**config.mk**
```make
export PLATFORM = sky130hd
export DESIGN_NAME = dct_transpose_8x8
export DESIGN_NICKNAME = d
export VERILOG_FILES = /design/src/rtl/dct_pkg.sv /design/src/rtl/dct_tp_bank.sv /design/src/rtl/dct_transpose_8x8.sv
export SDC_FILE = /design/constraint.sdc
export NUM_CORES = 2
export LEC_CHECK = 0
export CAP_MARGIN = 20
export CORE_MARGIN = 2
export CORE_UTILIZATION = 56
export CTS_BUF_LIST = sky130_fd_sc_hd__clkbuf_4
export DETAILED_ROUTE_END_ITERATION = 12
export DONT_BUFFER_PORTS = 1
export GPL_ROUTABILITY_DRIVEN = 1
export GPL_TIMING_DRIVEN = 0
export PLACE_DENSITY_LB_ADDON = 0.15
export SLEW_MARGIN = 20
export SYNTH_ARGS = -nofsm -noshare
export SYNTH_HDL_FRONTEND = slang
export SYNTH_HIERARCHICAL = 1
export SYNTH_SLANG_ARGS = --single-unit
```
**constraint.sdc**
```tcl
create_clock -name clk -period 24.9 [get_ports clk]
set_input_delay 4.98 -clock clk [delete_from_list [all_inputs] [get_ports clk]]
set_output_delay 4.98 -clock clk [all_outputs]
set_load 0.02 [all_outputs]
```
**src/rtl/dct_pkg.sv**
```systemverilog
// rtl/dct_pkg.sv - shared constants and types for the DCT transpose buffer
// Purpose: 8-point block geometry, default coefficient width, and the
//          row/column vector and index types used by the transpose slice.
// Ports:   none (package).
package dct_pkg;

  localparam int DCT_N      = 8;
  localparam int DCT_IDX_W  = 3;
  localparam int DCT_DATA_W = 32;

  typedef logic [DCT_IDX_W-1:0]        dct_idx_t;
  typedef logic [DCT_N*DCT_DATA_W-1:0] dct_vec_t;

endpackage

```
**src/rtl/dct_tp_bank.sv**
```systemverilog
// rtl/dct_tp_bank.sv - one 8x8 word bank, row write / column read
// Purpose: stores one 8x8 block of coefficient words in flops. Rows are
//          written whole; columns are read combinationally.
// Ports:
//   clk       in   clock, rising edge
//   i_we      in   write enable for one row
//   i_wr_row  in   row index written when i_we=1
//   i_wr_vec  in   row vector, word k at [k*DATA_WIDTH +: DATA_WIDTH]
//   i_rd_col  in   column index to read
//   o_rd_vec  out  column vector, word k = row k of the selected column
module dct_tp_bank
  import dct_pkg::*;
#(
  parameter int DATA_WIDTH = DCT_DATA_W
) (
  input  logic                        clk,
  input  logic                        i_we,
  input  logic [DCT_IDX_W-1:0]        i_wr_row,
  input  logic [DCT_N*DATA_WIDTH-1:0] i_wr_vec,
  input  logic [DCT_IDX_W-1:0]        i_rd_col,
  output logic [DCT_N*DATA_WIDTH-1:0] o_rd_vec
);

  // Word storage carries no reset: a block is only ever read after all
  // eight of its rows have been written.
  logic [DATA_WIDTH-1:0] r_mem [DCT_N][DCT_N];

  always_ff @(posedge clk) begin
    if (i_we) begin
      for (int k = 0; k < DCT_N; k++) begin
        r_mem[i_wr_row][k] <= i_wr_vec[k*DATA_WIDTH +: DATA_WIDTH];
      end
    end
  end

  // Column read is the transpose: word k of the output comes from row k.
  always_comb begin
    o_rd_vec = '0;
    for (int k = 0; k < DCT_N; k++) begin
      o_rd_vec[k*DATA_WIDTH +: DATA_WIDTH] = r_mem[k][i_rd_col];
    end
  end

endmodule

```
**src/rtl/dct_transpose_8x8.sv**
```systemverilog
// rtl/dct_transpose_8x8.sv - ping-pong 8x8 transpose between DCT row and column passes
// Purpose: accepts one 8-word row per handshake; once a block is complete it
//          is presented column by column. Two banks let a new block be
//          written while the previous one drains, with no bubbles.
// Ports:
//   clk          in   clock, rising edge
//   reset        in   asynchronous active-high reset
//   in_valid     in   in_row holds a valid row
//   in_ready     out  a row can be accepted this cycle
//   in_row       in   row vector, word k at [k*DATA_WIDTH +: DATA_WIDTH]
//   out_valid    out  out_col holds a valid column
//   out_ready    in   consumer accepts out_col this cycle
//   out_col      out  column vector, word k = row k of the column
//   out_col_idx  out  index of the presented column
//   out_last     out  presented column is column 7 of its block
module dct_transpose_8x8
  import dct_pkg::*;
#(
  parameter int DATA_WIDTH = DCT_DATA_W
) (
  input  logic                        clk,
  input  logic                        reset,
  input  logic                        in_valid,
  output logic                        in_ready,
  input  logic [DATA_WIDTH*DCT_N-1:0] in_row,
  output logic                        out_valid,
  input  logic                        out_ready,
  output logic [DATA_WIDTH*DCT_N-1:0] out_col,
  output logic [DCT_IDX_W-1:0]        out_col_idx,
  output logic                        out_last
);

  logic [1:0]           r_full;
  logic                 r_wr_bank;
  logic                 r_rd_bank;
  logic [DCT_IDX_W-1:0] r_wr_row;
  logic [DCT_IDX_W-1:0] r_rd_col;

  logic                        w_wr;
  logic                        w_rd;
  logic                        w_wr_done;
  logic                        w_rd_done;
  logic [1:0]                  w_full_nxt;
  logic [DATA_WIDTH*DCT_N-1:0] w_col0;
  logic [DATA_WIDTH*DCT_N-1:0] w_col1;

  assign in_ready  = !r_full[r_wr_bank];
  assign out_valid = r_full[r_rd_bank];
  assign w_wr      = in_valid && in_ready;
  assign w_rd      = out_valid && out_ready;
  assign w_wr_done = w_wr && (r_wr_row == DCT_IDX_W'(DCT_N - 1));
  assign w_rd_done = w_rd && (r_rd_col == DCT_IDX_W'(DCT_N - 1));

  // A write can only target an empty bank and a read only a full one, so a
  // simultaneous completion on both sides always touches different bits.
  always_comb begin
    w_full_nxt = r_full;
    if (w_wr_done) begin
      w_full_nxt[r_wr_bank] = 1'b1;
    end
    if (w_rd_done) begin
      w_full_nxt[r_rd_bank] = 1'b0;
    end
  end

  always_ff @(posedge clk or posedge reset) begin
    if (reset) begin
      r_full    <= '0;
      r_wr_bank <= 1'b0;
      r_rd_bank <= 1'b0;
      r_wr_row  <= '0;
      r_rd_col  <= '0;
    end else begin
      r_full <= w_full_nxt;
      if (w_wr) begin
        r_wr_row <= r_wr_row + 1'b1;
      end
      if (w_wr_done) begin
        r_wr_bank <= !r_wr_bank;
      end
      if (w_rd) begin
        r_rd_col <= r_rd_col + 1'b1;
      end
      if (w_rd_done) begin
        r_rd_bank <= !r_rd_bank;
      end
    end
  end

  dct_tp_bank #(
    .DATA_WIDTH (DATA_WIDTH)
  ) u_bank0 (
    .clk      (clk),
    .i_we     (w_wr && !r_wr_bank),
    .i_wr_row (r_wr_row),
    .i_wr_vec (in_row),
    .i_rd_col (r_rd_col),
    .o_rd_vec (w_col0)
  );

  dct_tp_bank #(
    .DATA_WIDTH (DATA_WIDTH)
  ) u_bank1 (
    .clk      (clk),
    .i_we     (w_wr && r_wr_bank),
    .i_wr_row (r_wr_row),
    .i_wr_vec (in_row),
    .i_rd_col (r_rd_col),
    .o_rd_vec (w_col1)
  );

  // Outputs are zeroed when nothing is presented so stale bank contents
  // never leak onto the column bus.
  assign out_col     = !out_valid ? '0 : (r_rd_bank ? w_col1 : w_col0);
  assign out_col_idx = out_valid ? r_rd_col : '0;
  assign out_last    = out_valid && (r_rd_col == DCT_IDX_W'(DCT_N - 1));

endmodule

```
Word-level counts from Yosys, hierarchy flattened
Memory sizes are Yosys's and may differ from the RTL's. Cells that the tools add are included.

Add/sub/neg operators: 2. $lt $le $gt $ge: 5. Muxes and demuxes: 65. Eq/ne operators: 2. Reduce and logical (&&, ||, !) cells: 12. Bitwise operators: 4.

Operators by type and width (count): binary-select mux 32 bit (select 3 bit) (16); two-way mux 32 bit (32); two-way mux 256 bit (2); two-way mux 1 bit (10); logical AND 1 bit (9); adder 3 x 1 -> 3 bit, second input constant (2); equality test 3 bit, second input constant (2); greater-or-equal comparator 4 bit, second input constant (1); < comparator 1 x 2 -> 1 bit, second input constant (2); two-way mux 2 bit (2); inverter 3 -> 4 bit (1); zero test 1 bit (3); two-way mux 3 bit (1); bitwise AND 2 bit (1); demux 1 bit (select 1 bit) (2); greater-or-equal comparator 1 bit, second input constant (2); inverter 2 bit (1); bitwise OR 2 bit (1).

Output and inout port bits: 262. Memory bits (writable): 4096. Register bits: 10. Logic and storage cells: 97. Memories: 2.

Memories: u_bank0.r_mem (words 8, width 256, rd ports 8, clocked after memory_dff 0, write ports 1, line dct_tp_bank.sv:26) `logic [DATA_WIDTH-1:0] r_mem [DCT_N][DCT_N];`; u_bank1.r_mem (words 8, width 256, rd ports 8, clocked after memory_dff 0, write ports 1, line dct_tp_bank.sv:26).

Depth between registers and ports, before layout
Word-level depth: 8. Depth in mapped cells: 7.

Cells and area by module
The synthesis kept the hierarchy.

Modules (own cells, without submodules): dct_tp_bank at u_bank0 (area each 76923.8 µm², seq. area each 61499.0 µm², times used 1, cells an instance 2971); dct_tp_bank at u_bank1 (area each 76915.0 µm², seq. area each 61499.0 µm², times used 1, cells an instance 2971); dct_transpose_8x8 (area each 4326.6 µm², seq. area each 250.2 µm², times used 1, cells an instance 612).

Worst setup path before layout
OpenSTA, ideal clock, no wires.

Path kind: input port to flip-flop. Start: input port in_valid. End: memory u_bank0/r_mem[1][0] (netlist bit) (enable). Library setup time: 1.186 ns. Arrival time: 22.558 ns. Data required time: 23.714 ns. Cell stages on the path: 3. Path slack: 1.156 ns. Buffers on the path: 0. Cells stage by stage: nor3b_1 nand2_1 nor3_1.

Word-level cells in the longest chain between the ends: 4.

Ends and longest elaborated chain: from (decl) (line dct_transpose_8x8.sv:23) `input logic in_valid,`; logical AND 1 bit (line dct_transpose_8x8.sv:49) `assign w_wr = in_valid && in_ready;`; logical AND 1 bit (line dct_transpose_8x8.sv:94) `.i_we (w_wr && !r_wr_bank),`; two-way mux 1 bit (line dct_tp_bank.sv:29) `if (i_we) begin`; two-way mux 1 bit (not written as such) (line dct_tp_bank.sv:31) `r_mem[i_wr_row][k] <= i_wr_vec[k*DATA_WIDTH +: DATA_WIDTH];`; to (decl) (line dct_tp_bank.sv:26).

No other way between the ends.

Worst setup path in the final report
Start: register r_rd_col[1]. End: output port out_col[209].

Word-level cells in the longest chain between the ends: 6. Elaborated cells on any way between the ends: 9.

Ends and longest elaborated chain: from (decl) (line dct_transpose_8x8.sv:37) `logic [DCT_IDX_W-1:0] r_rd_col;`; from (signal assigned) (line dct_transpose_8x8.sv:82) `r_rd_col <= r_rd_col + 1'b1;`; inverter 3 -> 4 bit (not written as such) (line dct_tp_bank.sv:40) `o_rd_vec[k*DATA_WIDTH +: DATA_WIDTH] = r_mem[k][i_rd_col];`; binary-select mux 32 bit (select 3 bit) (line dct_tp_bank.sv:40); two-way mux 32 bit (not written as such) (2 in a row) (line dct_tp_bank.sv:40); named net w_col0[209] (line dct_transpose_8x8.sv:44) `logic [DATA_WIDTH*DCT_N-1:0] w_col0;`; two-way mux 256 bit (2 in a row) (line dct_transpose_8x8.sv:114) `assign out_col = !out_valid ? '0 : (r_rd_bank ? w_col1 : w_col0);`; to (decl) (line dct_transpose_8x8.sv:28) `output logic [DATA_WIDTH*DCT_N-1:0] out_col,`.

The timed path passes the listed nets, and every way through them passes these cells. The select of a mux whose other input is x is not followed.

==> results.md <==
- Status: completed
- Largest family of logic cells by synthesized area: multiplexers
- Post-synthesis xor/xnor area fraction: 0.000111
- DRT met1 WL: 175 mm
- WS Path Type: reg2out
- Final hold vios: 0
- Critical-path cell list: clkbuf_1, clkbuf_1, mux2_2, mux2i_1, nor2_1
- # Post-CTS Setup Buffers: 0
- Final #Nets: 8197
- Largest net degree at the start of global routing: 33
- Hold Path Class: reg2reg
- Final setup fails: 0
- Starting density of the core: 0.562
- Reg2Reg Depth: 13
- Synth-to-Final Area Change: 13.8%
- CP max stage delay: 0.97 ns
- Syn nets: 6818
- DR iter-0 viols: 12.0k
- GRT overflow: 0
- Met2 wire len: 223 mm
- Power share of the combinational group: 0.369
- HPWL Detailed: 304 mm
- F_max: 96.6 MHz
- Hold_ws: 0.557 ns
- Most frequent CP cell: clkbuf_1
- HP Start: r_rd_col[0]
- Number of global-route vias before repair: 80.8k
- Top sig layer: met5
- Maximum clock insertion buffer count: 5
- Req. time, crit path: 19.92 ns
- RSZ-0062 raised after global routing: no
- Unique masters post-synth: 30
- Total die area: 0.287 mm²
- Final min period: 10.36 ns
- Post-Syn Area: 0.158 mm²
- Tcrit/Tclk final: 0.416
- Via count: 81.1k
- CORE AREA: 0.282 mm²
- Reg-to-reg startpoint: r_full[0]
- Max-slew violation count: 0
- Clk network pwr share: 0.257
- Initial DRT Pass Iterations: 6
- Net Sw Power: 0.00782 W
- Yosys warns: 6
- Wire length reported by the detailed router: 483 mm
- Die width: 535 µm
- WHS Endpoint: r_rd_col[0]
- Post-route DRC: 0
- CP bufs+invs: 2
- Commonest non-fill, non-tap cells in the layout: edfxtp_1 (4096), clkbuf_4 (1523), mux4_2 (1024)
- PortBufs: 0
- Worst slew pin tran: 1.24 ns
- FF-to-FF End: u_bank0/r_mem[1][89]
- Rows: 195
- Setup WS pre-CTS: 16.00 ns
- Post-DRT Antenna Nets: 0
- WL per Instance: 39.3 µm
- Post-synthesis compound-gate area fraction: 0.000277
- Worst-skew pair later-pin latency: 1.66 ns
- Gr usage total: 0.341
- WHS Path Cells: 1
- Cells resized by post-CTS repair: 0
- Worst-case clock skew: 0.139 ns
- Sequential share of power: 0.375
- Synth Area in Adders: 0.000316
- Number of antenna violations at the first check in global routing: 22
- Flop2flop setup slack: 20.36 ns
- CP top delay family: buffers and inverters
- Worst vdd ir: 0.130 mV
- Final worst slack: 14.54 ns
- Int Power: 0.0138 W
- Share of layout cells above drive strength 1: 0.436
- Post-Synthesis Cells: 6554
- CTS root buf: clkbuf_4
- Commonest non-fill, non-tap cell in the layout: edfxtp_1
- Met3 wire length: 65.1 mm
- Worst slew margin: 0.172
- Clock-pin slew on the worst setup and hold paths: 0.06 ns
- Global-route wire length before repair: 647 mm
- DIE HEIGHT: 535 µm
- Maxcap violations: 0
- Crit path max fanout: 11
- Simple-Gate Fraction of Synth Area: 0.00725
- Via density: 6.60
- CP startpoint kind: flip-flop
- Post-synthesis mux area share: 0.199
- Synthesized area per cell: 24.1 µm²
- Total power: 0.0216 W
- Worst Path Arrival: 5.38 ns
- Hold_buf cts: 0
- Total power divided by cell area: 120 mW/mm²
- CTS tree: yes
- Ports: 522
- Register area share after synthesis: 0.779
- FF+latch count, synth: 4106
- CTS sink count: 4106
- Leak: 58.7 nW
- CP endpoint kind: output port
- Critical-path top delay cell: clkbuf_1
- H-tree depth: 7
- CTS buffer count: 1116
- Final GP Congestion: 0.816
- Sw Share: 0.362
==> how the worst max path moves through the flow <==
stage                     slack (ns)                    end         from  depth (start not counted)
final                          14.54           out_col[209]  r_rd_col[1]                          5
after floorplan                 1.16    u_bank0/r_mem[1][0]     in_valid                          3
after global placement         -8.38   u_bank1/r_mem[2][31]     in_valid                          3
after detailed placement       16.00  u_bank0/r_mem[1][121]     in_valid                         13
after global routing           14.43           out_col[209]  r_rd_col[1]                          5
after CTS                      14.57           out_col[129]  r_rd_col[1]                          5
==> metrics by stage <==
step                utilization  setup TNS, ns  instances  cell area (µm²)
floorplan                     -              0       6554           158000
global placement          0.578       -8108.86      10297           163000
detailed placement        0.594              0      10557           167000
CTS                       0.639              0      12270           180000
global route              0.639              0      12284           180000
finish                    0.639              0      12290           180000
==> logic make-up after synthesis <==
| logic type | Yosys count |
|---|---|
| xor+xnor | 2 |
| buf+inv | 343 |
| compound gates | 7 |
| mux | 1798 |
| fa+ha+maj | 4 |
| simple gates | 294 |
| flops | 4106 |
==> registers in the layout, summed over array words and instances, names as in the netlist <==
name and count:
r_full 2, r_rd_col 3, r_rd_bank 1, r_wr_row 3
u_bank1/r_mem 2048, u_bank0/r_mem 2048, r_wr_bank 1
==> metal layers <==
metal,GRT usage,vias to the layer above
met5,0,-
met4,0.150,4
met3,0.126,750
met2,0.509,5797
met1,0.455,43336
li1,-,31245
==> power groups by stage <==
stage                     clock [W]  sequential, W  combinational (W)
final                       0.00554        0.00809            0.00796
after global routing        0.00599        0.00811            0.00808
after CTS                   0.00563        0.00809            0.00785
after detailed placement          0        0.00824            0.00783
after global placement            0        0.00853            0.00761
after floorplan                   0        0.00841            0.00462
==> Yosys cell counts (all sizes together) <==
cell	count	area (µm²)
o31ai	1	7.51
nor3b	1	7.51
nand2b	6	37.5
o22a	1	8.76
xnor2	2	17.5
nor3	4	20.0
mux2	516	5810
mux4	1024	23100
edfxtp	4096	123000
o21ai	1	5.00
clkbuf	78	293
dfrtp	10	250
a21oi	2	10.0
a31oi	2	12.5
and3	1	6.26
nand3	1	5.00
mux2i	258	2590
and3b	1	8.76
ha	4	50.1
nand2	7	26.3
buf	263	1890
and2	4	25.0
nor2	269	1010
inv	2	7.50
==> layout make-up <==
cell class / count / area, µm²
antenna: 19 / 47.5
buffer: 341 / 2350
clock buffer: 1523 / 11400
clock inverter: 190 / 1090
fill: 19094 / 102000
inverter: 2 / 7.51
multi-input combinational: 2105 / 32800
sequential: 4106 / 123000
tap: 3743 / 4680
timing repair buffer: 261 / 4240
Note: power is estimated with default switching activity, not from simulation.
